[src/rtl/rf_pkg.sv]
// ============================================================================
// Module  : rf_pkg
// Brief   : Shared types, constants and helpers for the multi-port reg file.
// Rev     : 1.0  initial release
// ============================================================================
`default_nettype none

package rf_pkg;

  localparam int XLEN_DEF = 32;
  localparam int IREG_NUM = 32;
  localparam int FREG_NUM = 32;
  localparam int ZERO_IDX = 0;

  typedef logic [$clog2(IREG_NUM)-1:0] reg_idx_t;

  // Width of a register index; a single-entry file still needs one bit.
  function automatic int addr_width(input int nregs);
    return (nregs > 1) ? $clog2(nregs) : 1;
  endfunction

endpackage

`default_nettype wire

[src/rtl/rf_scoreboard.sv]
// ============================================================================
// Module  : rf_scoreboard
// Brief   : Busy-bit scoreboard: issue set, write-back clear, flush, lookup.
// Rev     : 1.0  initial release
// ============================================================================
`default_nettype none

module rf_scoreboard
  import rf_pkg::*;
#(
  parameter int NREGS    = IREG_NUM,
  parameter int NUM_RD   = 2,
  parameter int NUM_WR   = 1,
  parameter int ZERO_REG = 1,
  parameter int BYPASS   = 1,
  localparam int AW      = addr_width(NREGS)
) (
  input  logic                 clk,
  input  logic                 rst,
  input  logic [NUM_RD*AW-1:0] rd_addr_i,
  input  logic [NUM_WR-1:0]    wr_en_i,
  input  logic [NUM_WR*AW-1:0] wr_addr_i,
  input  logic                 iss_valid_i,
  input  logic [AW-1:0]        iss_rd_i,
  input  logic                 flush_i,
  output logic [NUM_RD-1:0]    rd_busy_o,
  output logic [NREGS-1:0]     busy_o
);

  logic [NREGS-1:0] r_busy;
  logic [NREGS-1:0] w_busy_nxt;

  // Issue is applied after write-back so the younger instruction's set wins.
  always_comb begin
    w_busy_nxt = r_busy;
    if (flush_i) begin
      w_busy_nxt = '0;
    end else begin
      for (int j = 0; j < NUM_WR; j++) begin
        if (wr_en_i[j]) w_busy_nxt[wr_addr_i[j*AW +: AW]] = 1'b0;
      end
      if (iss_valid_i) w_busy_nxt[iss_rd_i] = 1'b1;
    end
    if (ZERO_REG != 0) w_busy_nxt[ZERO_IDX] = 1'b0;
  end

  always_ff @(posedge clk or negedge rst) begin
    if (!rst) r_busy <= '0;
    else      r_busy <= w_busy_nxt;
  end

  assign busy_o = r_busy;

  for (genvar k = 0; k < NUM_RD; k++) begin : g_rd
    logic [AW-1:0] w_addr;
    logic          w_fwd;
    logic          w_zero;

    assign w_addr = rd_addr_i[k*AW +: AW];
    assign w_zero = (ZERO_REG != 0) && (w_addr == '0);

    always_comb begin
      w_fwd = 1'b0;
      if (BYPASS != 0) begin
        for (int j = 0; j < NUM_WR; j++) begin
          if (wr_en_i[j] && (wr_addr_i[j*AW +: AW] == w_addr)) w_fwd = 1'b1;
        end
      end
    end

    assign rd_busy_o[k] = r_busy[w_addr] && !w_fwd && !w_zero;
  end : g_rd

endmodule

`default_nettype wire

[src/rtl/regfile_mp.sv]
// ============================================================================
// Module  : regfile_mp
// Brief   : Parametrised multi-port register file with write-back scoreboard.
// Rev     : 1.0  initial release
// ============================================================================
`default_nettype none

module regfile_mp
  import rf_pkg::*;
#(
  parameter int XLEN     = XLEN_DEF,
  parameter int NREGS    = IREG_NUM,
  parameter int NUM_RD   = 2,
  parameter int NUM_WR   = 1,
  parameter int ZERO_REG = 1,
  parameter int BYPASS   = 1,
  localparam int AW      = addr_width(NREGS)
) (
  input  logic                   clk,
  input  logic                   rst,
  input  logic [NUM_RD*AW-1:0]   rd_addr_i,
  output logic [NUM_RD*XLEN-1:0] rd_data_o,
  output logic [NUM_RD-1:0]      rd_busy_o,
  input  logic [NUM_WR-1:0]      wr_en_i,
  input  logic [NUM_WR*AW-1:0]   wr_addr_i,
  input  logic [NUM_WR*XLEN-1:0] wr_data_i,
  input  logic                   iss_valid_i,
  input  logic [AW-1:0]          iss_rd_i,
  input  logic                   flush_i,
  output logic [NREGS-1:0]       busy_o
);

  logic [XLEN-1:0] r_regs [NREGS];

  // Later ports overwrite earlier ones, so the highest index wins a collision.
  always_ff @(posedge clk or negedge rst) begin
    if (!rst) begin
      r_regs <= '{default: '0};
    end else begin
      for (int j = 0; j < NUM_WR; j++) begin
        if (wr_en_i[j] && !((ZERO_REG != 0) && (wr_addr_i[j*AW +: AW] == '0)))
          r_regs[wr_addr_i[j*AW +: AW]] <= wr_data_i[j*XLEN +: XLEN];
      end
    end
  end

  for (genvar k = 0; k < NUM_RD; k++) begin : g_rd
    logic [AW-1:0]   w_addr;
    logic [XLEN-1:0] w_data;

    assign w_addr = rd_addr_i[k*AW +: AW];

    // Reset masks forwarding too, so reads are zero while rst is low.
    always_comb begin
      w_data = r_regs[w_addr];
      if (BYPASS != 0) begin
        for (int j = 0; j < NUM_WR; j++) begin
          if (wr_en_i[j] && (wr_addr_i[j*AW +: AW] == w_addr))
            w_data = wr_data_i[j*XLEN +: XLEN];
        end
      end
      if ((ZERO_REG != 0) && (w_addr == '0)) w_data = '0;
      if (!rst) w_data = '0;
    end

    assign rd_data_o[k*XLEN +: XLEN] = w_data;
  end : g_rd

  rf_scoreboard #(
    .NREGS    (NREGS),
    .NUM_RD   (NUM_RD),
    .NUM_WR   (NUM_WR),
    .ZERO_REG (ZERO_REG),
    .BYPASS   (BYPASS)
  ) u_sb (
    .clk         (clk),
    .rst         (rst),
    .rd_addr_i   (rd_addr_i),
    .wr_en_i     (wr_en_i),
    .wr_addr_i   (wr_addr_i),
    .iss_valid_i (iss_valid_i),
    .iss_rd_i    (iss_rd_i),
    .flush_i     (flush_i),
    .rd_busy_o   (rd_busy_o),
    .busy_o      (busy_o)
  );

endmodule

`default_nettype wire

[config.mk]
export PLATFORM = sky130hd
export DESIGN_NAME = regfile_mp
export DESIGN_NICKNAME = d
export VERILOG_FILES = /design/src/rtl/rf_pkg.sv /design/src/rtl/rf_scoreboard.sv /design/src/rtl/regfile_mp.sv
export SDC_FILE = /design/constraint.sdc
export NUM_CORES = 2
export LEC_CHECK = 0
export CAP_MARGIN = 20
export CORE_ASPECT_RATIO = 1.5
export CORE_MARGIN = 10
export CORE_UTILIZATION = 57
export CTS_CLUSTER_SIZE = 16
export DETAILED_ROUTE_END_ITERATION = 10
export MAX_ROUTING_LAYER = met4
export PLACE_DENSITY = 0.78
export SYNTH_ARGS = -nofsm -noshare
export SYNTH_HDL_FRONTEND = slang
export SYNTH_SLANG_ARGS = --single-unit
[constraint.sdc]
create_clock -name clk -period 2.4 [get_ports clk]
set_input_delay 0.48 -clock clk [delete_from_list [all_inputs] [get_ports clk]]
set_output_delay 0.48 -clock clk [all_outputs]
set_load 0.1 [all_outputs]
# Word level (Yosys, flattened, before mapping)
# Cells that the tools add are included.
[word_totals]
register_bits = 1055
inputBits = 57
output_inout_bits = 98
word_cells = 98
[op_classes]
order_cmp = 10
n_eq_ne = 2
muxes = 29
bitwise_logic = 6
n_reduce_logical = 18
[op_table]
columns = ["op", "n"]
rows = [
  ["$bwmux W1024", 1],
  ["$mux W32", 15],
  ["$bmux W32 S5", 2],
  ["$demux W32 S5", 1],
  ["$and A32 B32 Y32", 1],
  ["$not A32 Y32", 1],
  ["$or A32 B32 Y32", 1],
  ["$lt A5 B6 Y1 const B", 4],
  ["$ge A6 B6 Y1 const B", 3],
  ["$not A5 Y6", 3],
  ["$logic_not A5 Y1", 3],
  ["$bmux W1 S5", 2],
  ["$demux W1 S5", 2],
  ["$eq A5 B5 Y1", 2],
  ["$ge A5 B1 Y1 const B", 2],
  ["$logic_and A1 B1 Y1", 10],
  ["$lt A6 B1 Y1 const B", 1],
  ["$mux W1", 6],
  ["$logic_not A1 Y1", 5],
]

# Depth between registers and ports, before layout
[depth]
depth_word = 11
depth_mapped = 10
ltp_nobuf = 5

# Hierarchy
# A second synthesis with hierarchy kept.
[unflattened]
cells_unflattened = 4225
area_unflattened_um2 = 57617.8
[by_module_without_submodules]
columns = ["module", "instances", "cells_per_inst", "area_each_um2", "seq_area_each_um2"]
rows = [
  ["regfile_mp", 1, 3994, 55477.0, 25624.6],
  ["rf_scoreboard", 1, 231, 2140.8, 775.7],
]

# Worst setup path before layout
# No wires, ideal clock.
[synth_path]
path_type = "reg-to-output"
startpoint = "reg u_sb.r_busy[5], in the netlist u_sb.busy_o[5]"
endpoint = "out rd_busy_o[0]"
arrival_ps = 3657
t_required_ps = 1920
slack_ps = -1737
path_stages_with_launch = 5
n_path_buf = 0
path_cell_list = "dfrtp_1 > mux4_2 > mux4_2 > nor2_1 > nor3_1"
[synth_via]
elab_chain_len = 4
[synth_rtl]
columns = ["item", "line", "source"]
rows = [
  ["from (decl)", "rf_scoreboard.sv:30", "logic [NREGS-1:0] r_busy;"],
  ["from (signal assigned)", "rf_scoreboard.sv:49", "else r_busy <= w_busy_nxt;"],
  ["$bmux W1 S5", "rf_scoreboard.sv:71", "assign rd_busy_o[k] = r_busy[w_addr] && !w_fwd && !w_zero;"],
  ["$mux W1 (implied by the code)", "rf_scoreboard.sv:71", ""],
  ["$logic_and A1 B1 Y1 (2 in series)", "rf_scoreboard.sv:71", ""],
  ["to (decl)", "regfile_mp.sv:23", "output logic [NUM_RD-1:0] rd_busy_o,"],
]
# Every way passes these cells. The select of a mux whose other input is x is not followed.

# Final worst setup path
[layout_path]
startpoint = "reg r_regs[606] in the netlist's numbering"
endpoint = "out rd_data_o[30]"
[layout_via]
elab_chain_len = 6
[layout_rtl]
columns = ["item", "line", "source"]
rows = [
  ["from (decl)", "regfile_mp.sv:33", "logic [XLEN-1:0] r_regs [NREGS];"],
  ["from (signal, indexed assignment)", "regfile_mp.sv:42", "r_regs[wr_addr_i[j*AW +: AW]] <= wr_data_i[j*XLEN +: XLEN];"],
  ["$bmux W32 S5", "regfile_mp.sv:55", "w_data = r_regs[w_addr];"],
  ["$mux W32 (implied by the code) (2 in series)", "regfile_mp.sv:55", ""],
  ["$mux W32", "regfile_mp.sv:58", "if (wr_en_i[j] && (wr_addr_i[j*AW +: AW] == w_addr))"],
  ["$mux W32", "regfile_mp.sv:62", "if ((ZERO_REG != 0) && (w_addr == '0)) w_data = '0;"],
  ["$mux W32", "regfile_mp.sv:63", "if (!rst) w_data = '0;"],
  ["to (decl)", "regfile_mp.sv:22", "output logic [NUM_RD*XLEN-1:0] rd_data_o,"],
]
# Every way passes these cells. The select of a mux whose other input is x is not followed.

==> reports/metrics.csv <==
stage,metric,value,unit
cts,CTS Sinks,1055,
floorplanning,# rows,143,
detailed_routing,TritonRoute pass-1 iters,7,
worst_setup_path,CP Launch Point,r_regs[606],
worst_setup_path,Worst Path Max Fanout,3,
pwr,Clock power frac,0.305,
pwr,leakage dissipation,0.0337,uW
yosys,"Avg Cell Area, Syn",13.8,sq um
yosys,cell count after synthesis,4223,
worst_setup_path,reg2reg end,r_regs[46],
worst_setup_path,CP Launch Type,flop,
detailed_routing,Via-to-Cell Ratio,7.37,
cts,CTS Buf Count,100,
worst_setup_path,CP endpoint,rd_data_o[30],
sta,relative max-transition margin,0.407,
sta,final max-slew violation count,0,
floorplanning,IO Pins,155,
sta,RSZ-0062 raised after global routing,true,
sta,Final setup viols,66,
detailed_routing,DRC viols,0,
detailed_routing,final antenna-violating net count,0,
yosys,"Seq/Total Area, Yosys",0.454,
hold_path,Hold Path Class,input pin to asynchronous set/reset pin,
yosys,Post-Syn Area,0.0581,sq mm
pwr,combinational power share,0.277,
cts,clock slew seen by the registers of the worst setup and hold paths,0.07,ns
yosys,complex-gate fraction of the synthesized area,0.0621,
sta,Max Freq,313,MHz
yosys,Post-synth EDFFs,0,
detailed_routing,DR WL/cell,36.8,microns
outcome,failing checks,negative setup slack,
finish,final-stage net count,5029,
cts,H-tree levels,3,
floorplanning,Core Box Area,0.101,sq mm
yosys,post-synthesis simple-gate area fraction,0.0321,
finish,# fillers,5483,
yosys,xor/xnor share of the synthesized area,0.00151,
yosys,mux cell area share after synthesis,0.407,
finish,Layout area overhead,31.7,%
worst_setup_path,CP endpoint kind,output pin,
place,dpl ws,-1.09,ns
global_route,largest net degree at the start of global routing,150,
global_route,vias in the first global route,48100,
pwr,sequential power share,0.417,
cts,Root Buffer,clkbuf_16,
global_route,All-Layer GR Usage,0.399,
place,gp weighted congestion,0.989,
run,max-cap viol count,0,
worst_setup_path,worst reg2reg path startpoint,r_regs[46],
yosys,synth cell count leaders,"mux2_2 (1080), dfrtp_1 (1055), mux2i_1 (356)",
cts,clock tree buffer depth,3,
pwr,P_sw,17600,uW
worst_setup_path,Crit Path Category,flop to output pin,
global_route,initial antenna violation count,12,
yosys,"Distinct cells, synth",68,
yosys,largest cells by area after synthesis,"dfrtp_1 (45%), mux2_2 (21%), mux4_2 (13%)",
yosys,Syn Nets,4280,
place,I/O Buffers,153,
detailed_routing,Routed WL,234000,microns
detailed_routing,drt initial violations,6530,
floorplanning,Chip Height,411,microns
floorplanning,Initial Utilization,0.574,
yosys,"count leader, synth",mux2_2,
yosys,Yosys reg bits,1055,
pwr,Net Sw Frac,0.308,
outcome,status,"finished, violations left",
worst_setup_path,CP required,1.92,ns
finish,layout cell share with drive strength beyond 1,0.611,
sta,Setup WS post-layout,-0.792,ns
pwr,PwrDens,747,mW/mm^2
cts,TritonCTS clock tree,done,
yosys,largest family of logic cells by synthesized area,multiplexers,
worst_setup_path,Critical Path AT,2.71,ns
detailed_routing,Vias,47000,
global_route,total grt overflow,0,
sta,crit share post-route,1.33,
yosys,post-synth top area cell,dfrtp_1,
yosys,Synth top area share,0.454,
worst_setup_path,flop-to-flop setup slack,1.38,ns
place,HPWL after detailed placement,143000,microns
sta,final hold violations,0,
yosys,Synth async-reset ratio,1.00,
floorplanning,die width,281,microns
yosys,warnings from Yosys,0,
sta,min Tclk post-route,3.19,ns
global_route,first-pass GRT wire length,327000,microns
yosys,Synth Area in Adders,0,
worst_setup_path,worst reg2reg path depth,3,
sta,Slew @ Worst Pin,0.889,ns
yosys,Synth Flop Type,dfrtp_1,
pwr,P_int,39600,uW
sta,skew final,0,ns
pwr,Max VDD drop,0.000650,V
cts,clk_lat worst skew,0.71,ns
sta,setup TNS,-39.11,ns
floorplanning,Die ar.,0.115,sq mm
## layout by cell type, fill, tap and decap left out, drive strengths merged, types with 13 or more instances in the layout
master | netlist | routed
mux2 | 1091 | 1091
buf | 234 | 1064
dfrtp | 1055 | 1055
mux2i | 356 | 356
mux4 | 346 | 346
clkbuf | 235 | 144
nor2 | 125 | 125
o21ai | 92 | 92
a21oi | 85 | 85
nand2 | 79 | 79
o22ai | 71 | 71
a221oi | 49 | 49
a22oi | 45 | 45
clkdlybuf4s50 | 0 | 40
a2111oi | 40 | 40
a211oi | 37 | 37
clkinv | 2 | 33
nor3 | 31 | 31
a221o | 27 | 27
nor2b | 27 | 27
nor3b | 21 | 21
nand3 | 18 | 18
nand4 | 15 | 15
bufinv | 0 | 14
nand2b | 13 | 13
## cell type report
cell class              instances  area [sq um]  area share
multi-input cells            2694         32300       0.423
flip-flops and latches       1055         26400       0.345
repair buffers               1116         12600       0.164
clock buffers                 137          2890      0.0377
well taps                    1305          1630      0.0213
clock inverters                48           656     0.00856
diodes                         11          27.5    0.000360
inverters                       5          22.5    0.000294
## through the flow
stage          cells  power, uW  cell area (sq um)  hold WS [ns]  utilization
5_1_grt         6371      58600              76600         0.176        0.756
3_5_place_dp    6003      37400              68800         0.385        0.680
4_1_cts         6294      55600              75100         0.116        0.742
2_1_floorplan   4223      32200              59600         0.184            -
6_report        6371      57200              76600         0.131        0.756
3_3_place_gp    6003      36700              68800         0.374        0.680
## worst min-delay path by stage
stage / startpoint / slack, ns / end
after floorplan: rst / 0.18 / r_regs[0]
after global placement: r_regs[1011] / 0.37 / r_regs[1011]
after detailed placement: r_regs[1008] / 0.39 / r_regs[1008]
after CTS: rst / 0.12 / r_regs[95]
after global routing: rst / 0.18 / r_regs[383]
final: rst / 0.13 / r_regs[383]
## critical path, stage by stage, from the launching register on
cell	delay [ns]
dfrtp_1	0.41
mux4_2	0.46
mux4_2	0.54
a21oi_2	0.21
buf_4	0.15
a21oi_4	0.05
buf_12	0.16
## power by group through the flow
stage / sequential, uW / clock [uW] / combinational [uW]
floorplan: 22900 / 0 / 9290
global placement: 23500 / 0 / 13200
detailed placement: 23800 / 0 / 13600
CTS: 23500 / 17300 / 14800
global route: 24100 / 18000 / 16500
finish: 23900 / 17500 / 15900
## layer usage
metal / track usage / share of wire / vias to the layer above
met4: 0.333 / 0.11 / 0
met3: 0.108 / 0.12 / 1580
met2: 0.589 / 0.45 / 3965
li1: - / - / 17700
met5: - / 0 / -
met1: 0.449 / 0.32 / 23700
## timing repair
item                                    4_1_cts  5_1_grt
hold endpoints to repair                     28        0
pin swaps                                   123      108
hold buffers                                  2        0
setup buffers                                95       69
resized for setup                           373      161
cloned                                       20        5
endpoints found under the setup margin       66       66
## registers in the layout, summed over array words and instances, names as in the netlist
name / cells
r_regs: 1024
u_sb.busy_o: 31
## logic make-up after synthesis
logic type	after synthesis
muxes	1793
DFF	1055
AOI/OAI and AO/OA	514
buffers and inverters	474
and+or+nand+nor	376
xor gates and xnor gates	10
other	1
Power figures use the tool's default switching activity.
